[src/rtl/fb_bht_pkg.sv]
// Shared constants and decode helpers for the BHT next-PC predictor.
package fb_bht_pkg;

   // Major opcodes recognised by the predictor
   localparam logic [6:0] OPC_JAL    = 7'b1101111;
   localparam logic [6:0] OPC_JALR   = 7'b1100111;
   localparam logic [6:0] OPC_BRANCH = 7'b1100011;

   // Bit positions inside the one-hot {beq,bne,blt,bge,bltu,bgeu} vector
   localparam int BC_BEQ  = 5;
   localparam int BC_BNE  = 4;
   localparam int BC_BLT  = 3;
   localparam int BC_BGE  = 2;
   localparam int BC_BLTU = 1;
   localparam int BC_BGEU = 0;

   // Jalr lock FSM states
   localparam logic [0:0] ST_IDLE = 1'b0;
   localparam logic [0:0] ST_WAIT = 1'b1;

   typedef enum logic [1:0] {
      INST_OTHER  = 2'd0,
      INST_JAL    = 2'd1,
      INST_JALR   = 2'd2,
      INST_BRANCH = 2'd3
   } inst_kind_t;

   // Classify a fetched instruction by its opcode
   function automatic inst_kind_t classify(input logic [6:0] opcode);
      inst_kind_t k;
      case (opcode)
         OPC_JAL:    k = INST_JAL;
         OPC_JALR:   k = INST_JALR;
         OPC_BRANCH: k = INST_BRANCH;
         default:    k = INST_OTHER;
      endcase
      return k;
   endfunction

   // B-type immediate, 13 bits including the implicit zero LSB
   function automatic logic [12:0] b_imm_raw(input logic [31:0] inst);
      return {inst[31], inst[7], inst[30:25], inst[11:8], 1'b0};
   endfunction

   // J-type immediate, 21 bits including the implicit zero LSB
   function automatic logic [20:0] j_imm_raw(input logic [31:0] inst);
      return {inst[31], inst[19:12], inst[20], inst[30:21], 1'b0};
   endfunction

   // One-hot branch-condition decode of funct3; unused encodings give 0
   function automatic logic [5:0] bra_decode(input logic [2:0] funct3);
      logic [5:0] bc;
      bc = '0;
      case (funct3)
         3'b000:  bc[BC_BEQ]  = 1'b1;
         3'b001:  bc[BC_BNE]  = 1'b1;
         3'b100:  bc[BC_BLT]  = 1'b1;
         3'b101:  bc[BC_BGE]  = 1'b1;
         3'b110:  bc[BC_BLTU] = 1'b1;
         3'b111:  bc[BC_BGEU] = 1'b1;
         default: bc = '0;
      endcase
      return bc;
   endfunction

endpackage

[src/rtl/fb_bht_predictor_bank.sv]
// Saturating-counter table with per-entry valid bits.
// One combinational read port (zero-latency prediction) and one training write port.
module fb_sat_counter_bank
   import fb_bht_pkg::*;
#(
   parameter int DEPTH = 64,
   parameter int CNT_W = 2
) (
   input  logic                     clk,
   input  logic                     rst,
   input  logic [$clog2(DEPTH)-1:0] rd_idx,
   output logic [CNT_W-1:0]         rd_cnt,
   output logic                     rd_valid,
   input  logic                     wr_en,
   input  logic [$clog2(DEPTH)-1:0] wr_idx,
   input  logic                     wr_taken
);

   localparam int IDX_W = $clog2(DEPTH);
   localparam logic [CNT_W-1:0] CNT_RST = CNT_W'((1 << (CNT_W - 1)) - 1);
   localparam logic [CNT_W-1:0] CNT_MAX = {CNT_W{1'b1}};

   logic [CNT_W-1:0] cnt_reg   [DEPTH];
   logic             valid_reg [DEPTH];
   logic [CNT_W-1:0] wr_cur;
   logic [CNT_W-1:0] wr_next;

   // Reads see the stored value; a same-cycle write is not bypassed
   assign rd_cnt   = cnt_reg[rd_idx];
   assign rd_valid = valid_reg[rd_idx];
   assign wr_cur   = cnt_reg[wr_idx];

   // Saturating step of the entry being trained
   always_comb begin
      wr_next = wr_cur;
      if (wr_taken) begin
         if (wr_cur != CNT_MAX) wr_next = wr_cur + CNT_W'(1);
      end else begin
         if (wr_cur != '0) wr_next = wr_cur - CNT_W'(1);
      end
   end

   genvar gi;
   generate
      for (gi = 0; gi < DEPTH; gi++) begin : g_entry
         // Per-entry state: reset to weak not-taken/invalid, train on write hit
         always_ff @(posedge clk or posedge rst) begin
            if (rst) begin
               cnt_reg[gi]   <= CNT_RST;
               valid_reg[gi] <= 1'b0;
            end else if (wr_en && (wr_idx == IDX_W'(gi))) begin
               cnt_reg[gi]   <= wr_next;
               valid_reg[gi] <= 1'b1;
            end
         end
      end
   endgenerate

endmodule

[src/rtl/fb_bht_predictor.sv]
// IF-phase next-PC unit: PC-indexed saturating-counter branch prediction,
// jal/jalr target generation, EX/MEM branch resolve with redirect/flush,
// table training and branch/mispredict performance counters.
module fb_bht_predictor
   import fb_bht_pkg::*;
#(
   parameter int XLEN      = 32,
   parameter int BHT_DEPTH = 64,
   parameter int CNT_W     = 2,
   parameter int PERF_W    = 32
) (
   input  logic              clk,
   input  logic              rst,
   input  logic [XLEN-1:0]   pc,
   input  logic [31:0]       inst,
   input  logic              jalr_en,
   input  logic [XLEN-1:0]   jalr_imm,
   input  logic [XLEN-1:0]   rs1_data,
   input  logic              branch,
   input  logic [XLEN-1:0]   bra_pc,
   input  logic [XLEN-1:0]   bra_imm,
   input  logic              bra_pred_taken,
   input  logic [5:0]        i_bra_control,
   input  logic              NF,
   input  logic              ZF,
   input  logic              CF,
   input  logic              VF,
   output logic              pc_src,
   output logic [XLEN-1:0]   predict_pc,
   output logic              o_pred_taken,
   output logic [5:0]        o_bra_control,
   output logic              lock,
   output logic              address_src,
   output logic [XLEN-1:0]   predict_err_pc,
   output logic              register_rst,
   output logic [PERF_W-1:0] perf_br_cnt,
   output logic [PERF_W-1:0] perf_mis_cnt
);

   localparam int IDX_W = $clog2(BHT_DEPTH);

   inst_kind_t      kind;
   logic            is_jal;
   logic            is_jalr;
   logic            is_branch;
   logic [12:0]     b_raw;
   logic [20:0]     j_raw;
   logic [XLEN-1:0] b_imm;
   logic [XLEN-1:0] j_imm;
   logic [XLEN-1:0] jalr_sum;
   logic [CNT_W-1:0] rd_cnt;
   logic            rd_valid;
   logic            pred_taken;
   logic            actual;
   logic            mispredict;
   logic [0:0]      state_reg;
   logic [0:0]      state_next;
   logic            lock_next;

   // ---------------- fetch decode ----------------
   assign kind      = classify(inst[6:0]);
   assign is_jal    = (kind == INST_JAL);
   assign is_jalr   = (kind == INST_JALR);
   assign is_branch = (kind == INST_BRANCH);

   assign b_raw = b_imm_raw(inst);
   assign j_raw = j_imm_raw(inst);
   assign b_imm = {{(XLEN-13){b_raw[12]}}, b_raw};
   assign j_imm = {{(XLEN-21){j_raw[20]}}, j_raw};

   assign jalr_sum = rs1_data + jalr_imm;

   assign o_bra_control = is_branch ? bra_decode(inst[14:12]) : 6'b000000;

   // ---------------- counter table ----------------
   fb_sat_counter_bank #(
      .DEPTH (BHT_DEPTH),
      .CNT_W (CNT_W)
   ) u_bank (
      .clk      (clk),
      .rst      (rst),
      .rd_idx   (pc[IDX_W-1:0]),
      .rd_cnt   (rd_cnt),
      .rd_valid (rd_valid),
      .wr_en    (branch),
      .wr_idx   (bra_pc[IDX_W-1:0]),
      .wr_taken (actual)
   );

   // Direction: trained counter when the entry is valid, else backward-taken fallback
   always_comb begin
      pred_taken = 1'b0;
      if (is_branch) begin
         pred_taken = rd_valid ? rd_cnt[CNT_W-1] : b_imm[XLEN-1];
      end
   end

   assign o_pred_taken = pred_taken;

   // Next-PC target; jalr operands take priority once they are valid
   always_comb begin
      predict_pc = '0;
      if (jalr_en) begin
         predict_pc = {jalr_sum[XLEN-1:1], 1'b0};
      end else if (is_jal) begin
         predict_pc = pc + j_imm;
      end else if (is_branch) begin
         predict_pc = pred_taken ? (pc + b_imm) : (pc + XLEN'(1));
      end
   end

   // ---------------- EX/MEM resolve ----------------
   assign actual = (i_bra_control[BC_BEQ]  &  ZF)
                 | (i_bra_control[BC_BNE]  & ~ZF)
                 | (i_bra_control[BC_BLT]  &  (NF ^ VF))
                 | (i_bra_control[BC_BGE]  & ~(NF ^ VF))
                 | (i_bra_control[BC_BLTU] & ~CF)
                 | (i_bra_control[BC_BGEU] &  CF);

   assign mispredict     = branch & (actual != bra_pred_taken);
   assign address_src    = mispredict;
   assign register_rst   = mispredict;
   assign predict_err_pc = actual ? (bra_pc + bra_imm) : (bra_pc + XLEN'(1));

   assign pc_src = is_jal | is_branch | jalr_en | mispredict;

   // ---------------- jalr lock FSM ----------------
   // A flush discards the jalr in IF, so it neither locks nor keeps waiting
   always_comb begin
      state_next = state_reg;
      lock_next  = 1'b0;
      case (state_reg)
         ST_IDLE: begin
            if (is_jalr && !jalr_en && !mispredict) begin
               lock_next  = 1'b1;
               state_next = ST_WAIT;
            end
         end
         ST_WAIT: begin
            if (jalr_en || mispredict) state_next = ST_IDLE;
         end
         default: state_next = ST_IDLE;
      endcase
   end

   assign lock = lock_next;

   // FSM state register
   always_ff @(posedge clk or posedge rst) begin
      if (rst) state_reg <= ST_IDLE;
      else     state_reg <= state_next;
   end

   // ---------------- performance counters ----------------
   // Count every resolved branch and every mispredict; both wrap naturally
   always_ff @(posedge clk or posedge rst) begin
      if (rst) begin
         perf_br_cnt  <= '0;
         perf_mis_cnt <= '0;
      end else if (branch) begin
         perf_br_cnt <= perf_br_cnt + PERF_W'(1);
         if (mispredict) perf_mis_cnt <= perf_mis_cnt + PERF_W'(1);
      end
   end

endmodule
[config.mk]
export PLATFORM = sky130hd
export DESIGN_NAME = fb_bht_predictor
export DESIGN_NICKNAME = d
export VERILOG_FILES = /design/src/rtl/fb_bht_pkg.sv /design/src/rtl/fb_bht_predictor_bank.sv /design/src/rtl/fb_bht_predictor.sv
export SDC_FILE = /design/constraint.sdc
export NUM_CORES = 1
export LEC_CHECK = 0
export ABC_AREA = 0
export CAP_MARGIN = 10
export CORE_MARGIN = 5
export CORE_UTILIZATION = 55
export CTS_BUF_LIST = sky130_fd_sc_hd__clkbuf_8
export CTS_CLUSTER_DIAMETER = 100
export CTS_CLUSTER_SIZE = 10
export DETAILED_ROUTE_END_ITERATION = 6
export GPL_TIMING_DRIVEN = 0
export PLACE_DENSITY_LB_ADDON = 0.08
export SLEW_MARGIN = 15
export SYNTH_ARGS = -nofsm -noshare
export SYNTH_HDL_FRONTEND = slang
export SYNTH_SLANG_ARGS = --single-unit
[constraint.sdc]
create_clock -name clk -period 15.4 [get_ports clk]
set_clock_uncertainty 0.2 [all_clocks]
set_input_delay 3.85 -clock clk [delete_from_list [all_inputs] [get_ports clk]]
set_output_delay 3.85 -clock clk [all_outputs]
set_load 0.1 [all_outputs]
==> results of run 1 <==
==> worst min-delay path by stage <==
stage          slack (ns)                        startpoint                               end  cells past startpoint
2_1_floorplan        0.23  u_bank.valid_reg[37]$_DFFE_PP0P_  u_bank.valid_reg[37]$_DFFE_PP0P_                      1
3_3_place_gp         0.24   u_bank.valid_reg[1]$_DFFE_PP0P_   u_bank.valid_reg[1]$_DFFE_PP0P_                      1
3_5_place_dp         0.25   u_bank.valid_reg[9]$_DFFE_PP0P_   u_bank.valid_reg[9]$_DFFE_PP0P_                      1
4_1_cts              0.27   u_bank.valid_reg[9]$_DFFE_PP0P_   u_bank.valid_reg[9]$_DFFE_PP0P_                      1
5_1_grt              0.28  u_bank.valid_reg[37]$_DFFE_PP0P_  u_bank.valid_reg[37]$_DFFE_PP0P_                      1
6_report             0.26   u_bank.valid_reg[9]$_DFFE_PP0P_   u_bank.valid_reg[9]$_DFFE_PP0P_                      1
==> worst max-delay path, cell delays in order <==
cell             delay [ns]
clkdlybuf4s50_1        0.42
xnor2_1                0.21
mux2i_1                0.27
nand3_1                0.55
clkbuf_1               0.37
and2_1                 0.22
ha_1                   0.36
a21o_1                 0.19
a21o_1                 0.17
a221o_1                0.36
a32oi_1                0.19
o21ai_0                0.14
o31ai_1                0.55
o211a_1                0.28
o21bai_1               0.09
a21oi_1                0.18
xnor2_1                0.13
clkdlybuf4s50_1        1.16
==> area by class of cell <==
type / instances / share of cell area [%]
multi-input combinational: 1545 / 51.30
sequential: 257 / 27.33
timing repair buffer: 347 / 14.70
tap: 455 / 2.389
clock buffer: 29 / 1.675
buffer: 82 / 1.497
inverter: 35 / 0.5829
clock inverter: 24 / 0.4149
antenna: 10 / 0.1050
==> stage by stage <==
step | utilization [%] | hold WS (ns) | power, mW | area (µm²)
after floorplan | - | 0.2287 | 1.709 | 19220
after global placement | 67.28 | 0.2448 | 2.026 | 23240
after detailed placement | 67.48 | 0.2471 | 2.047 | 23310
after CTS | 68.92 | 0.2681 | 2.466 | 23810
after global routing | 68.98 | 0.2781 | 2.580 | 23830
final | 68.98 | 0.2627 | 2.468 | 23830
==> per-layer routing <==
| metal | up-vias | share of wire (%) |
|---|---|---|
| met2 | 845 | 49 |
| met1 | 8375 | 39 |
| met3 | 176 | 8.2 |
| met4 | 0 | 4.4 |
| met5 | - | 0 |
| li1 | 7780 | - |
==> where the power goes <==
part	internal, mW	switching, mW
registers	0.809	0.0699
logic	0.410	0.759
clock network	0.176	0.243
total	1.40	1.07
==> kinds of logic after synthesis <==
logic type	synth area share [%]
xor gates and xnor gates	9.389
and+or+nand+nor	15.36
DFF	33.88
adders and majority gates	7.500
AOI/OAI and AO/OA	13.31
muxes	18.02
buffers and inverters	2.539
==> cell usage in the layout, fill, tap and decap left out, types with 40 or more instances in the layout <==
cell / instances
mux2i_1: 50
and2_1: 40
dfstp_2: 64
inv_1: 56
nor2_1: 121
o21ai_0: 61
clkbuf_1: 55
nand2b_1: 65
ha_1: 107
xnor2_1: 123
mux2_2: 134
mux4_2: 64
dfrtp_1: 193
a21oi_1: 121
clkdlybuf4s50_1: 344
nand2_1: 148
nand3_1: 54
xor2_1: 83
==> results.cfg, run 1 <==
[grt]
antenna_found_initial = 10
grt_pass1_wl_um = 98690
grt-busiest-layer = met2
use_met3_pct = 5.812
grt_max_degree = 103
grt_overflow = 0
met1_usage_pct = 41.26
grtUsageMet2_pct = 55.17
grt_pass1_vias = 16910
gr-usage-all-layers_pct = 32.59

[clock_tree]
cts_buffers = 29
clockBufferDepth = 3
numClockSinks = 257
cts_root_buf = clkbuf_8
cts_setup_buffers = 0
clkSlewWorstSetupHoldPaths_ns = 0.07
htree_levels = 1
cts_tree = done
clock_latency_ns = 0.62
ctsHoldBuffers = 0
cts-resized-gates = 0

[finish]
largest_reg_flops = 128
area_delta_synth_final_pct = 23.99
fin_cells = 2784
final_nets = 2615
layout-drive-gt1-share_pct = 15.52
nFillCells = 2837
multi_input_area_um2 = 12220
seqCellArea_um2 = 6511

[route]
dr_total_vias = 17176
wl_per_cell_um = 23.65
vias_per_cell = 6.170
drc = 0
drtAntennaViolNets = 0
dr.pass1.iters = 5
wl_um = 65850
drtIter0Drc = 1339

[run_status]
status = finished clean

[power]
ir_drop_mv = 0.1805
power.density_nw_per_um2 = 103.6
p_leak_nw = 10.20

[logic_synthesis]
syn_area_um2 = 19220
ys_ff_latch = 257
syn-num-nets = 2237
synth_ff_type = dfrtp_1
synth_edf_count = 0
ys_seq_area_share_pct = 33.88
yosysTopAreaCellShare_pct = 25.13
synth_top_area_cell = dfrtp_1
yosysMostFrequentCell = dfrtp_1
synth.avg_cell_area_um2 = 10.01
yosysWarnings = 0
synth_common_cells = dfrtp_1 (193), nand2_1 (148), mux2_2 (134), xnor2_1 (123)
synthCells = 1919
yosysUniqueCellTypes = 73
synth_area_leaders = dfrtp_1 (25%), dfstp_2 (8.8%), mux2_2 (7.9%), mux4_2 (7.5%), ha_1 (7.0%)
synthArstFlopShare_pct = 100.0

[setup_path]
crit_path_start = VF
start_kind = primary input
end_kind = primary output
crit_type = primary input to primary output
ff2ff_path_depth = 7
r2r_start = u_bank.cnt_reg[32]$_DFFE_PP1P_
r2r_setup_slack_ns = 11.94
arrival_ns = 9.69
r2r-end = u_bank.cnt_reg[104]$_DFFE_PP1P_
crit_required_ns = 11.35
path_max_fanout = 10
crit_path_end = predict_err_pc[31]

[worst_hold_path]
hold_path.class = register to register

[sta]
layout_worst_path_cycle_share_pct = 89.24
fmax_mhz = 72.76
fin_ws_ns = 1.656
fin_crit_ns = 13.74
slew_headroom_pct = 15.80
rsz0062_at_grt = no
maxSlewViolCount = 0
tightest_slew_ns = 1.253
timing.setup.tns_ns = 0
setup_viol = 0
final_hold_viol_count = 0

[place]
pre_cts_slack_ns = 1.501
io_buffers = 345
gp_congestion = 1.014
hpwl_um = 52730
placedCellCount = 2721

[floorplanning]
die_w_um = 196.9
die-area_um2 = 38780
core_um2 = 34540
rows = 68
die_y_um = 196.9
ios = 346
initial_core_util_pct = 55.63

[flow_run]
drv_cap = 0
(Power assumes the default switching activity.)
==> run 2: changes to the inputs <==
- CELL_PAD_IN_SITES_DETAIL_PLACEMENT: unset -> 0
- CELL_PAD_IN_SITES_GLOBAL_PLACEMENT: unset -> 1
- CORE_UTILIZATION: 55 -> 46
==> run 2 against run 1 <==
Non-clock buffer count is the same. Die area grew 19%. Critical endpoint unchanged. Sequential share of layout area shrank 0.10 points. Fmax grew 0.28%. Highest routed layer is now met5. Setup slack gained 0.038 ns. Cell count grew 2.7%.
==> results.cfg, run 2 (synthesized netlist as in run 1, its figures left out) <==
[run_status]
status = finished clean

[finish]
largest_reg_flops = 128
multi_input_area_um2 = 12230
final_cell_mix = clkdlybuf4s50_1 (344), dfrtp_1 (193), nand2_1 (148)
layout-drive-gt1-share_pct = 15.53
final_nets = 2615
final_common_cell = clkdlybuf4s50_1
seqCellArea_um2 = 6511
fin_area_um2 = 23910
nFillCells = 3693
area_delta_synth_final_pct = 24.44

[setup_path]
start_kind = primary input
crit_required_ns = 11.35
crit_family = compound AO/OA/AOI/OAI gates
path_max_fanout = 10
crit_chain = clkdlybuf4s50_1, xnor2_1, mux2i_1, nand3_1, clkbuf_1, and2_1, ha_1, a21o_1, a21o_1, a221o_1, a32oi_1, o21ai_0, o31ai_1, o211a_1, o21bai_1, a21oi_1, xnor2_1, clkdlybuf4s50_1
crit_type = primary input to primary output
r2r_start = u_bank.cnt_reg[121]$_DFFE_PP0P_
critPathBufInv = 3
arrival_ns = 9.66
r2r-end = u_bank.cnt_reg[11]$_DFFE_PP0P_
cpPeakStageDelay_ns = 1.14
ff2ff_path_depth = 6
slowest_stage = clkdlybuf4s50_1
r2r_setup_slack_ns = 12.01
end_kind = primary output

[grt]
grt_overflow = 0
gr-usage-all-layers_pct = 27.83
grt_pass1_wl_um = 101200
grt_max_degree = 120
antenna_found_initial = 11
grt_pass1_vias = 16741

[worst_hold_path]
hp-start = u_bank.valid_reg[33]$_DFFE_PP0P_
min_to = u_bank.valid_reg[33]$_DFFE_PP0P_
hold_path.class = register to register
hold_path_depth = 1

[clock_tree]
numClockSinks = 257
ctsHoldBuffers = 0
htree_levels = 1
cts-resized-gates = 0
cts_root_buf = clkbuf_8
cts_tree = done
cts_setup_buffers = 0
clock_latency_ns = 0.61
clockBufferDepth = 3
clkSlewWorstSetupHoldPaths_ns = 0.07
cts_buffers = 29

[sta]
final_hold_viol_count = 0
setup_viol = 0
timing.setup.tns_ns = 0
slew_headroom_pct = 22.90
rsz0062_at_grt = no
layout_worst_path_cycle_share_pct = 89.00
fin_crit_ns = 13.71
maxSlewViolCount = 0
fmax_mhz = 72.96
tightest_slew_ns = 1.153

[floorplanning]
core_um2 = 41110
die_y_um = 214.4
die-area_um2 = 45960
initial_core_util_pct = 46.75
ios = 346
rows = 74
die_w_um = 214.4

[route]
dr.pass1.iters = 5
drtAntennaViolNets = 0
drc = 0
vias_per_cell = 5.846
wl_um = 66500
drtIter0Drc = 1314
dr_total_vias = 16715
wl_per_cell_um = 23.26

[power]
ir_drop_mv = 0.1872
p_leak_nw = 10.19
power.density_nw_per_um2 = 103.1

[place]
gp_congestion = 0.9645
io_buffers = 345
hpwl_um = 53440
dpl_cell_area_um2 = 23400

[flow_run]
drv_cap = 0
run 2: area by class of cell:
cell class                      instances  share of cell area (%)
Buffer                                 82                   1.491
Inverter                               35                  0.5808
Multi-Input combinational cell       1545                   51.12
Tap cell                              532                   2.783
Sequential cell                       257                   27.23
Timing Repair Buffer                  347                   14.65
Clock inverter                         23                  0.3819
Clock buffer                           29                   1.669
Antenna cell                            9                 0.09418
run 2: how the worst max path moves through the flow:
stage                     depth (start not counted)  slack [ns]                     endpoint  from
final                                            18        1.69           predict_err_pc[31]    VF
after global routing                             18        1.41           predict_err_pc[31]    VF
after CTS                                        18        1.65           predict_err_pc[31]    VF
after detailed placement                         18        1.67           predict_err_pc[31]    VF
after global placement                            2        1.39  perf_mis_cnt[8]$_DFFE_PP0P_   rst
after floorplan                                   8        1.95                         lock    VF
run 2: layer usage:
metal / wire (µm) / part of all wire (%) / vias to the layer above / track usage, %
li1: - / - / 7803 / -
met1: 27200 / 41 / 8133 / 35.65
met2: 31540 / 47 / 638 / 45.66
met3: 4772 / 7.2 / 137 / 6.141
met4: 2959 / 4.4 / 4 / 12.00
met5: 27 / 0.041 / - / 0
run 2: report_power, final:
part | internal, mW | leakage (nW) | switching (mW)
registers | 0.809 | 3.22 | 0.0690
clock network | 0.175 | 0.324 | 0.244
logic | 0.410 | 6.64 | 0.757
run 2: through the flow:
step | worst slack (ns) | util [%] | cells | power, mW | hold WS, ns
after global routing | 1.407 | 58.17 | 2858 | 2.584 | 0.2849
final | 1.694 | 58.17 | 2859 | 2.465 | 0.2645
after detailed placement | 1.671 | 56.92 | 2798 | 2.053 | 0.2469
after global placement | 1.388 | 56.77 | 2796 | 2.032 | 0.2431
after CTS | 1.651 | 58.11 | 2850 | 2.474 | 0.2687
after floorplan | 1.955 | - | 1919 | 1.709 | 0.2287
